### config.mk
export PLATFORM = sky130hd
export DESIGN_NAME = pl_inst_decode
export DESIGN_NICKNAME = d
export VERILOG_FILES = /design/src/rtl/pl_inst_decode.sv
export SDC_FILE = /design/constraint.sdc
export NUM_CORES = 1
export LEC_CHECK = 0
export CAP_MARGIN = 15
export CORE_MARGIN = 2
export CORE_UTILIZATION = 44
export DETAILED_ROUTE_END_ITERATION = 10
export GPL_TIMING_DRIVEN = 0
export PLACE_DENSITY = 0.82
export SYNTH_ARGS = -nofsm -noshare
export SYNTH_HDL_FRONTEND = slang
export SYNTH_SLANG_ARGS = --single-unit
### constraint.sdc
create_clock -name clk -period 3.5 [get_ports clk]
set_clock_uncertainty 0.1 [all_clocks]
set_input_delay 0.7 -clock clk [delete_from_list [all_inputs] [get_ports clk]]
set_output_delay 0.7 -clock clk [all_outputs]
set_load 0.02 [all_outputs]
### src/rtl/pl_inst_decode.sv
// rtl/pl_inst_decode.sv - RV32IM-subset decode stage with registered ID/EX slot
// Decodes IF input against a combinational regfile read and interlocks on load-use.
module pl_inst_decode #(
  parameter int INST_DW  = 32,
  parameter int INST_AW  = 32,
  parameter int REG_DW   = 32,
  parameter int REG_AW   = 5,
  parameter int ALUOP_DW = 5
) (
  input  logic                clk,
  input  logic                rst,
  input  logic                if_valid_i,
  output logic                if_ready_o,
  input  logic [INST_DW-1:0]  inst_i,
  input  logic [INST_AW-1:0]  pc_i,
  output logic                rs1_en_o,
  output logic [REG_AW-1:0]   rs1_addr_o,
  input  logic [REG_DW-1:0]   rs1_dout_i,
  output logic                rs2_en_o,
  output logic [REG_AW-1:0]   rs2_addr_o,
  input  logic [REG_DW-1:0]   rs2_dout_i,
  input  logic                flush_i,
  output logic                ex_valid_o,
  input  logic                ex_ready_i,
  output logic [INST_AW-1:0]  ex_pc_o,
  output logic [ALUOP_DW-1:0] alu_opcode_o,
  output logic [REG_DW-1:0]   operand_1_o,
  output logic [REG_DW-1:0]   operand_2_o,
  output logic                branch_en_o,
  output logic [INST_AW-1:0]  branch_offset_o,
  output logic                jump_en_o,
  output logic [INST_AW-1:0]  jump_offset_o,
  output logic                mem_ren_o,
  output logic                mem_wen_o,
  output logic [REG_DW-1:0]   mem_din_o,
  output logic                wb_en_o,
  output logic                wb_sel_o,
  output logic [REG_AW-1:0]   wb_addr_o,
  output logic                illegal_o
);

  localparam logic [ALUOP_DW-1:0] OP_NOP   = ALUOP_DW'(0);
  localparam logic [ALUOP_DW-1:0] OP_ADD   = ALUOP_DW'(1);
  localparam logic [ALUOP_DW-1:0] OP_MUL   = ALUOP_DW'(2);
  localparam logic [ALUOP_DW-1:0] OP_BNE   = ALUOP_DW'(3);
  localparam logic [ALUOP_DW-1:0] OP_JAL   = ALUOP_DW'(4);
  localparam logic [ALUOP_DW-1:0] OP_LUI   = ALUOP_DW'(5);
  localparam logic [ALUOP_DW-1:0] OP_AUIPC = ALUOP_DW'(6);
  localparam logic [ALUOP_DW-1:0] OP_AND   = ALUOP_DW'(7);
  localparam logic [ALUOP_DW-1:0] OP_SLL   = ALUOP_DW'(8);
  localparam logic [ALUOP_DW-1:0] OP_SLT   = ALUOP_DW'(9);
  localparam logic [ALUOP_DW-1:0] OP_BLT   = ALUOP_DW'(10);

  logic [6:0] opcode, funct7;
  logic [2:0] funct3;
  logic [4:0] rd, rs1, rs2;
  assign opcode = inst_i[6:0];
  assign rd     = inst_i[11:7];
  assign funct3 = inst_i[14:12];
  assign rs1    = inst_i[19:15];
  assign rs2    = inst_i[24:20];
  assign funct7 = inst_i[31:25];

  logic [REG_DW-1:0]  imm_i, imm_s, imm_u;
  logic [INST_AW-1:0] imm_b, imm_j;
  assign imm_i = REG_DW'($signed(inst_i[31:20]));
  assign imm_s = REG_DW'($signed({inst_i[31:25], inst_i[11:7]}));
  assign imm_u = REG_DW'({inst_i[31:12], 12'b0});
  assign imm_b = INST_AW'($signed({inst_i[31], inst_i[7], inst_i[30:25], inst_i[11:8], 1'b0}));
  assign imm_j = INST_AW'($signed({inst_i[31], inst_i[19:12], inst_i[20], inst_i[30:21], 1'b0}));

  logic                use_rs1, use_rs2, wr_rd, dec_illegal;
  logic [ALUOP_DW-1:0] alu_opcode_d;
  logic [REG_DW-1:0]   operand_1_d, operand_2_d, mem_din_d;
  logic                branch_en_d, jump_en_d, mem_ren_d, mem_wen_d, wb_sel_d;
  logic [INST_AW-1:0]  branch_offset_d, jump_offset_d;

  always_comb begin
    alu_opcode_d = OP_NOP;  operand_1_d = '0;     operand_2_d = '0;
    mem_din_d = '0;         branch_en_d = 1'b0;   branch_offset_d = '0;
    jump_en_d = 1'b0;       jump_offset_d = '0;   mem_ren_d = 1'b0;
    mem_wen_d = 1'b0;       wb_sel_d = 1'b0;      wr_rd = 1'b0;
    use_rs1 = 1'b0;         use_rs2 = 1'b0;       dec_illegal = 1'b0;
    case (opcode)
      7'b0110011: begin
        use_rs1 = 1'b1; use_rs2 = 1'b1; wr_rd = 1'b1;
        operand_1_d = rs1_dout_i; operand_2_d = rs2_dout_i;
        if (funct7 == 7'b0000001 && funct3 == 3'b000) alu_opcode_d = OP_MUL;
        else if (funct7 == 7'b0000000) begin
          case (funct3)
            3'b000:  alu_opcode_d = OP_ADD;
            3'b001:  alu_opcode_d = OP_SLL;
            3'b010:  alu_opcode_d = OP_SLT;
            3'b111:  alu_opcode_d = OP_AND;
            default: dec_illegal = 1'b1;
          endcase
        end else dec_illegal = 1'b1;
      end
      7'b0010011: begin
        dec_illegal = (funct3 != 3'b000);
        alu_opcode_d = OP_ADD; use_rs1 = 1'b1; wr_rd = 1'b1;
        operand_1_d = rs1_dout_i; operand_2_d = imm_i;
      end
      7'b0000011: begin
        dec_illegal = (funct3 != 3'b010);
        alu_opcode_d = OP_ADD; use_rs1 = 1'b1; wr_rd = 1'b1;
        mem_ren_d = 1'b1; wb_sel_d = 1'b1;
        operand_1_d = rs1_dout_i; operand_2_d = imm_i;
      end
      7'b0100011: begin
        dec_illegal = (funct3 != 3'b010);
        alu_opcode_d = OP_ADD; use_rs1 = 1'b1; use_rs2 = 1'b1;
        mem_wen_d = 1'b1; mem_din_d = rs2_dout_i;
        operand_1_d = rs1_dout_i; operand_2_d = imm_s;
      end
      7'b1100011: begin
        use_rs1 = 1'b1; use_rs2 = 1'b1; branch_en_d = 1'b1; branch_offset_d = imm_b;
        operand_1_d = rs1_dout_i; operand_2_d = rs2_dout_i;
        if (funct3 == 3'b001) alu_opcode_d = OP_BNE;
        else if (funct3 == 3'b100) alu_opcode_d = OP_BLT;
        else dec_illegal = 1'b1;
      end
      7'b0110111: begin
        alu_opcode_d = OP_LUI; wr_rd = 1'b1; operand_2_d = imm_u;
      end
      7'b0010111: begin
        alu_opcode_d = OP_AUIPC; wr_rd = 1'b1;
        operand_1_d = REG_DW'(pc_i); operand_2_d = imm_u;
      end
      7'b1101111: begin
        alu_opcode_d = OP_JAL; wr_rd = 1'b1; jump_en_d = 1'b1; jump_offset_d = imm_j;
        operand_1_d = REG_DW'(pc_i); operand_2_d = REG_DW'(4);
      end
      default: dec_illegal = 1'b1;
    endcase
    // Unsupported encodings still occupy the slot so EX can trap, but do nothing.
    if (dec_illegal) begin
      alu_opcode_d = OP_NOP;  operand_1_d = '0;     operand_2_d = '0;
      mem_din_d = '0;         branch_en_d = 1'b0;   branch_offset_d = '0;
      jump_en_d = 1'b0;       jump_offset_d = '0;   mem_ren_d = 1'b0;
      mem_wen_d = 1'b0;       wb_sel_d = 1'b0;      wr_rd = 1'b0;
      use_rs1 = 1'b0;         use_rs2 = 1'b0;
    end
  end

  logic                ex_valid_q, ex_valid_d;
  logic [INST_AW-1:0]  ex_pc_q, branch_offset_q, jump_offset_q;
  logic [ALUOP_DW-1:0] alu_opcode_q;
  logic [REG_DW-1:0]   operand_1_q, operand_2_q, mem_din_q;
  logic                branch_en_q, jump_en_q, mem_ren_q, mem_wen_q;
  logic                wb_en_q, wb_sel_q, illegal_q;
  logic [REG_AW-1:0]   wb_addr_q;
  logic                hazard, if_fire;

  assign rs1_en_o   = if_valid_i & use_rs1;
  assign rs2_en_o   = if_valid_i & use_rs2;
  assign rs1_addr_o = use_rs1 ? REG_AW'(rs1) : '0;
  assign rs2_addr_o = use_rs2 ? REG_AW'(rs2) : '0;

  // A load in the slot cannot supply its result yet; hold the consumer one cycle.
  assign hazard = ex_valid_q & mem_ren_q & (wb_addr_q != '0)
                & ((rs1_en_o & (rs1_addr_o == wb_addr_q)) | (rs2_en_o & (rs2_addr_o == wb_addr_q)));
  assign if_ready_o = ~flush_i & ~hazard & (~ex_valid_q | ex_ready_i);
  assign if_fire    = if_valid_i & if_ready_o;

  always_comb begin
    ex_valid_d = ex_valid_q;
    if (flush_i)         ex_valid_d = 1'b0;
    else if (if_fire)    ex_valid_d = 1'b1;
    else if (ex_ready_i) ex_valid_d = 1'b0;
  end

  always_ff @(posedge clk) begin
    if (rst) begin
      ex_valid_q <= 1'b0;  ex_pc_q <= '0;        alu_opcode_q <= OP_NOP;
      operand_1_q <= '0;   operand_2_q <= '0;    branch_en_q <= 1'b0;
      branch_offset_q <= '0; jump_en_q <= 1'b0;  jump_offset_q <= '0;
      mem_ren_q <= 1'b0;   mem_wen_q <= 1'b0;    mem_din_q <= '0;
      wb_en_q <= 1'b0;     wb_sel_q <= 1'b0;     wb_addr_q <= '0;
      illegal_q <= 1'b0;
    end else begin
      ex_valid_q <= ex_valid_d;
      if (if_fire) begin
        ex_pc_q <= pc_i;               alu_opcode_q <= alu_opcode_d;
        operand_1_q <= operand_1_d;    operand_2_q <= operand_2_d;
        branch_en_q <= branch_en_d;    branch_offset_q <= branch_offset_d;
        jump_en_q <= jump_en_d;        jump_offset_q <= jump_offset_d;
        mem_ren_q <= mem_ren_d;        mem_wen_q <= mem_wen_d;
        mem_din_q <= mem_din_d;        wb_sel_q <= wb_sel_d;
        wb_en_q <= wr_rd & (rd != 5'd0);
        wb_addr_q <= wr_rd ? REG_AW'(rd) : '0;
        illegal_q <= dec_illegal;
      end
    end
  end

  assign ex_valid_o      = ex_valid_q;
  assign ex_pc_o         = ex_pc_q;
  assign alu_opcode_o    = alu_opcode_q;
  assign operand_1_o     = operand_1_q;
  assign operand_2_o     = operand_2_q;
  assign branch_en_o     = branch_en_q;
  assign branch_offset_o = branch_offset_q;
  assign jump_en_o       = jump_en_q;
  assign jump_offset_o   = jump_offset_q;
  assign mem_ren_o       = mem_ren_q;
  assign mem_wen_o       = mem_wen_q;
  assign mem_din_o       = mem_din_q;
  assign wb_en_o         = wb_en_q;
  assign wb_sel_o        = wb_sel_q;
  assign wb_addr_o       = wb_addr_q;
  assign illegal_o       = illegal_q;

endmodule
==> impl_metrics.toml <==
[outcome]
status = "complete, no violations"

[timing]
max-slew-margin-rel = 0.427
setup_ws_ns = 0.0281
fin_crit_sh = 0.992
drv_slew = 0
final-setup-viol-count = 0
hold_ws_ns = 0.362
hold_violations = 0
fin_crit_ns = 3.47
maxClockFrequency_ghz = 0.288
tns_ns = 0
worstMarginPinSlew_ns = 0.857

[placed_design]
dp_hpwl_mm = 26.7
portBuffers = 350
dp_slack_ns = -0.692
place_area_sq_um = 12400
place_congestion = 0.981

[power_and_ir_drop]
power_mw = 4.88
p_per_area_nw_per_um2 = 370
leakage_nw = 4.96
p_comb_frac = 0.145
clock_power_share = 0.430
switchingPower_mw = 1.30
ir_worst_vdd_uv = 337
p_int_mw = 3.58
pwr-share-seq = 0.425
swShare = 0.267

[grt]
grt_pass1_vias = 8840
grt_overflow = 0
grt_use_total = 0.335
antenna_found_initial = 4
grt_max_degree = 22
grt_pass1_wl_mm = 52.4

[drt]
wire_per_inst_microns = 22.3
maxUsedRoutingLayer = "met5"
dr.pass1.iters = 5
drc = 0
wl_met2_mm = 16.4
drtAntennaViolNets = 0
vias = 9767
vias_per_cell = 6.06
drt_iter0_markers = 925
wl_met1_mm = 14.2
route.met3.wl_mm = 3.80
wirelength_mm = 36.0

[final_layout]
multiInputGateArea_sq_um = 4340
finish.instance_area_sq_um = 13200
regArea_sq_um = 3520
syn2layout_area_growth_pct = 53.5
nFillCells = 1609
drive_above_1_share = 0.126
fin_nets = 1464

[yosys]
synth_edf_count = 0
synth_most_common_cell = "dfxtp_1"
ys_warn_count = 0
seq_area_frac_synth = 0.410
synthAdderAreaFrac = 0
synth-async-reset-ratio = 0
synth_ff_type = "dfxtp_1"
synth_commonest_cells = "dfxtp_1 (176), a21oi_1 (78), o21ai_0 (72)"
synth_top_family_by_area = "compound AO/OA/AOI/OAI gates"
syn_avg_cell_area_sq_um = 8.97
synth-xor-area-share = 0.0102
yosys-top-cells-area = "dfxtp_1 (41%), o211a_1 (4.8%), a21oi_1 (4.5%), o21ai_0 (4.2%), a31o_1 (4.0%)"
synthSimpleGateAreaFrac = 0.123
synth_top_area_frac = 0.410
synth_compound_area_frac = 0.357
synth_mux_area_frac = 0.00306
synth_area_sq_um = 8600
ys_seq_elements = 176
synth_cell_types = 61
yosysTopAreaCell = "dfxtp_1"
netlist_instances = 958

[clock_tree]
path_clk_slew_ns = 0.07
htreeDepth = 4
cts_inserted_buffers = 17
cts_tree = "built"
cts.path.max_buffers = 2
clk_latency_ns = 0.44
cts_root_buf = "clkbuf_16"
clock-sinks = 176
cts_hold_buffers = 0

[worst_setup_path]
required_ns = 2.70
cp.depth = 8
critPathLaunchType = "input pin"
endpoint = "if_ready_o"
cp_max_fo = 4
crit_buf_inv = 2
slowest_stage = "clkdlybuf4s50_1"
rrSetupSlack_ns = 0.93
arrival_ns = 2.67
end_kind = "primary output"
cpPeakStageDelay_ns = 0.51
reg2regPathDepth = 7
timing.rr.end = "jump_offset_o[17]"
path_class = "input pin to primary output"
cp-startpoint = "inst_i[12]"
crit_path_cell_trace = "clkdlybuf4s50_1, and4b_2, o311ai_4, nand3_2, o211ai_1, nand2_1, a21oi_1, buf_2"
crit_family = "buffers and inverters"
timing.rr.start = "ex_valid_o"

[job]
drv_cap = 0

[worst_hold_path]
hold_path_class = "flop to flop"
hp-start = "branch_offset_o[9]"

[floorplan]
num_rows = 51
fp.coreArea_sq_um = 19300
start_util = 0.445
ioPinCount = 356
dieArea_sq_um = 20700
die-height_microns = 144
die_w_microns = 144
==> through the flow <==
| stage | utilization | instances |
|---|---|---|
| global route | 0.682 | 1612 |
| detailed placement | 0.643 | 1575 |
| CTS | 0.678 | 1610 |
| floorplan | - | 960 |
| global placement | 0.643 | 1575 |
| finish | 0.682 | 1613 |
==> power by group through the flow <==
| stage | registers [mW] | clock network (mW) | logic, mW |
|---|---|---|---|
| finish | 2.07 | 2.10 | 0.706 |
| global route | 2.08 | 2.19 | 0.739 |
| CTS | 2.07 | 2.11 | 0.686 |
| detailed placement | 2.12 | 0 | 0.675 |
| global placement | 2.12 | 0 | 0.670 |
| floorplan | 2.17 | 0 | 0.236 |
==> state kept, by name, indices dropped and copies added (netlist names) <==
register	cells
alu_opcode_o	4
branch_en_o	1
branch_offset_o	12
ex_pc_o	32
ex_valid_o	1
illegal_o	1
jump_en_o	1
jump_offset_o	20
mem_din_o	32
mem_wen_o	1
operand_1_o	32
operand_2_o	32
wb_addr_o	5
wb_en_o	1
wb_sel_o	1
==> tightest hold or removal path, cell delays in order, from the launching register on <==
cell and delay [ns]:
dfxtp_1 0.31, nand2_1 0.05, o21ai_0 0.06
==> cell usage in the layout (no fill, tap or decap), types with 27 or more instances in the layout <==
cell type / Yosys / routed
clkbuf_1: 55 / 54
o21ai_0: 72 / 72
dfxtp_1: 176 / 176
o211ai_1: 34 / 34
nand2_1: 45 / 44
buf_4: 42 / 45
o31ai_1: 27 / 27
o211a_1: 41 / 41
buf_2: 39 / 44
nand3_1: 50 / 49
a21oi_1: 78 / 76
a31o_1: 39 / 39
a22oi_1: 44 / 44
clkdlybuf4s50_1: 0 / 324
a211oi_1: 30 / 29
==> area by class of cell <==
cell class | instances | area share
Multi-Input combinational cell | 629 | 0.329
Clock buffer | 18 | 0.0333
Clock inverter | 14 | 0.0153
Tap cell | 265 | 0.0251
Sequential cell | 176 | 0.267
Timing Repair Buffer | 353 | 0.266
Inverter | 8 | 0.00228
Buffer | 146 | 0.0613
Antenna cell | 4 | 0.000759
==> logic make-up (layout without fill, tap and decap cells) <==
family,count (synthesis),after routing
AOI/OAI and AO/OA,422,422
and+or+nand+nor,192,192
DFF,176,176
buffers and inverters,155,539
xor gates and xnor gates,10,10
muxes,2,2
other,1,7
==> how the worst min path moves through the flow <==
stage,endpoint,slack [ns],cells after the start
CTS,branch_offset_o[9],0.37,2
finish,branch_offset_o[9],0.36,2
global route,branch_offset_o[10],0.38,2
floorplan,alu_opcode_o[0],0.43,2
global placement,jump_offset_o[16],0.35,2
detailed placement,branch_offset_o[4],0.35,2
==> per-layer routing <==
metal | up-vias | track usage
li1 | 4388 | -
met1 | 4628 | 0.445
met2 | 636 | 0.521
met3 | 113 | 0.0760
met4 | 2 | 0.149
met5 | - | 0
==> timing repair <==
item,CTS,global route
endpoints found under the setup margin,13,13
buffers inserted,3,0
pin swaps,4,5
resized for setup,63,19
endpoints found under the hold margin,0,0
(Power assumes the default switching activity.)
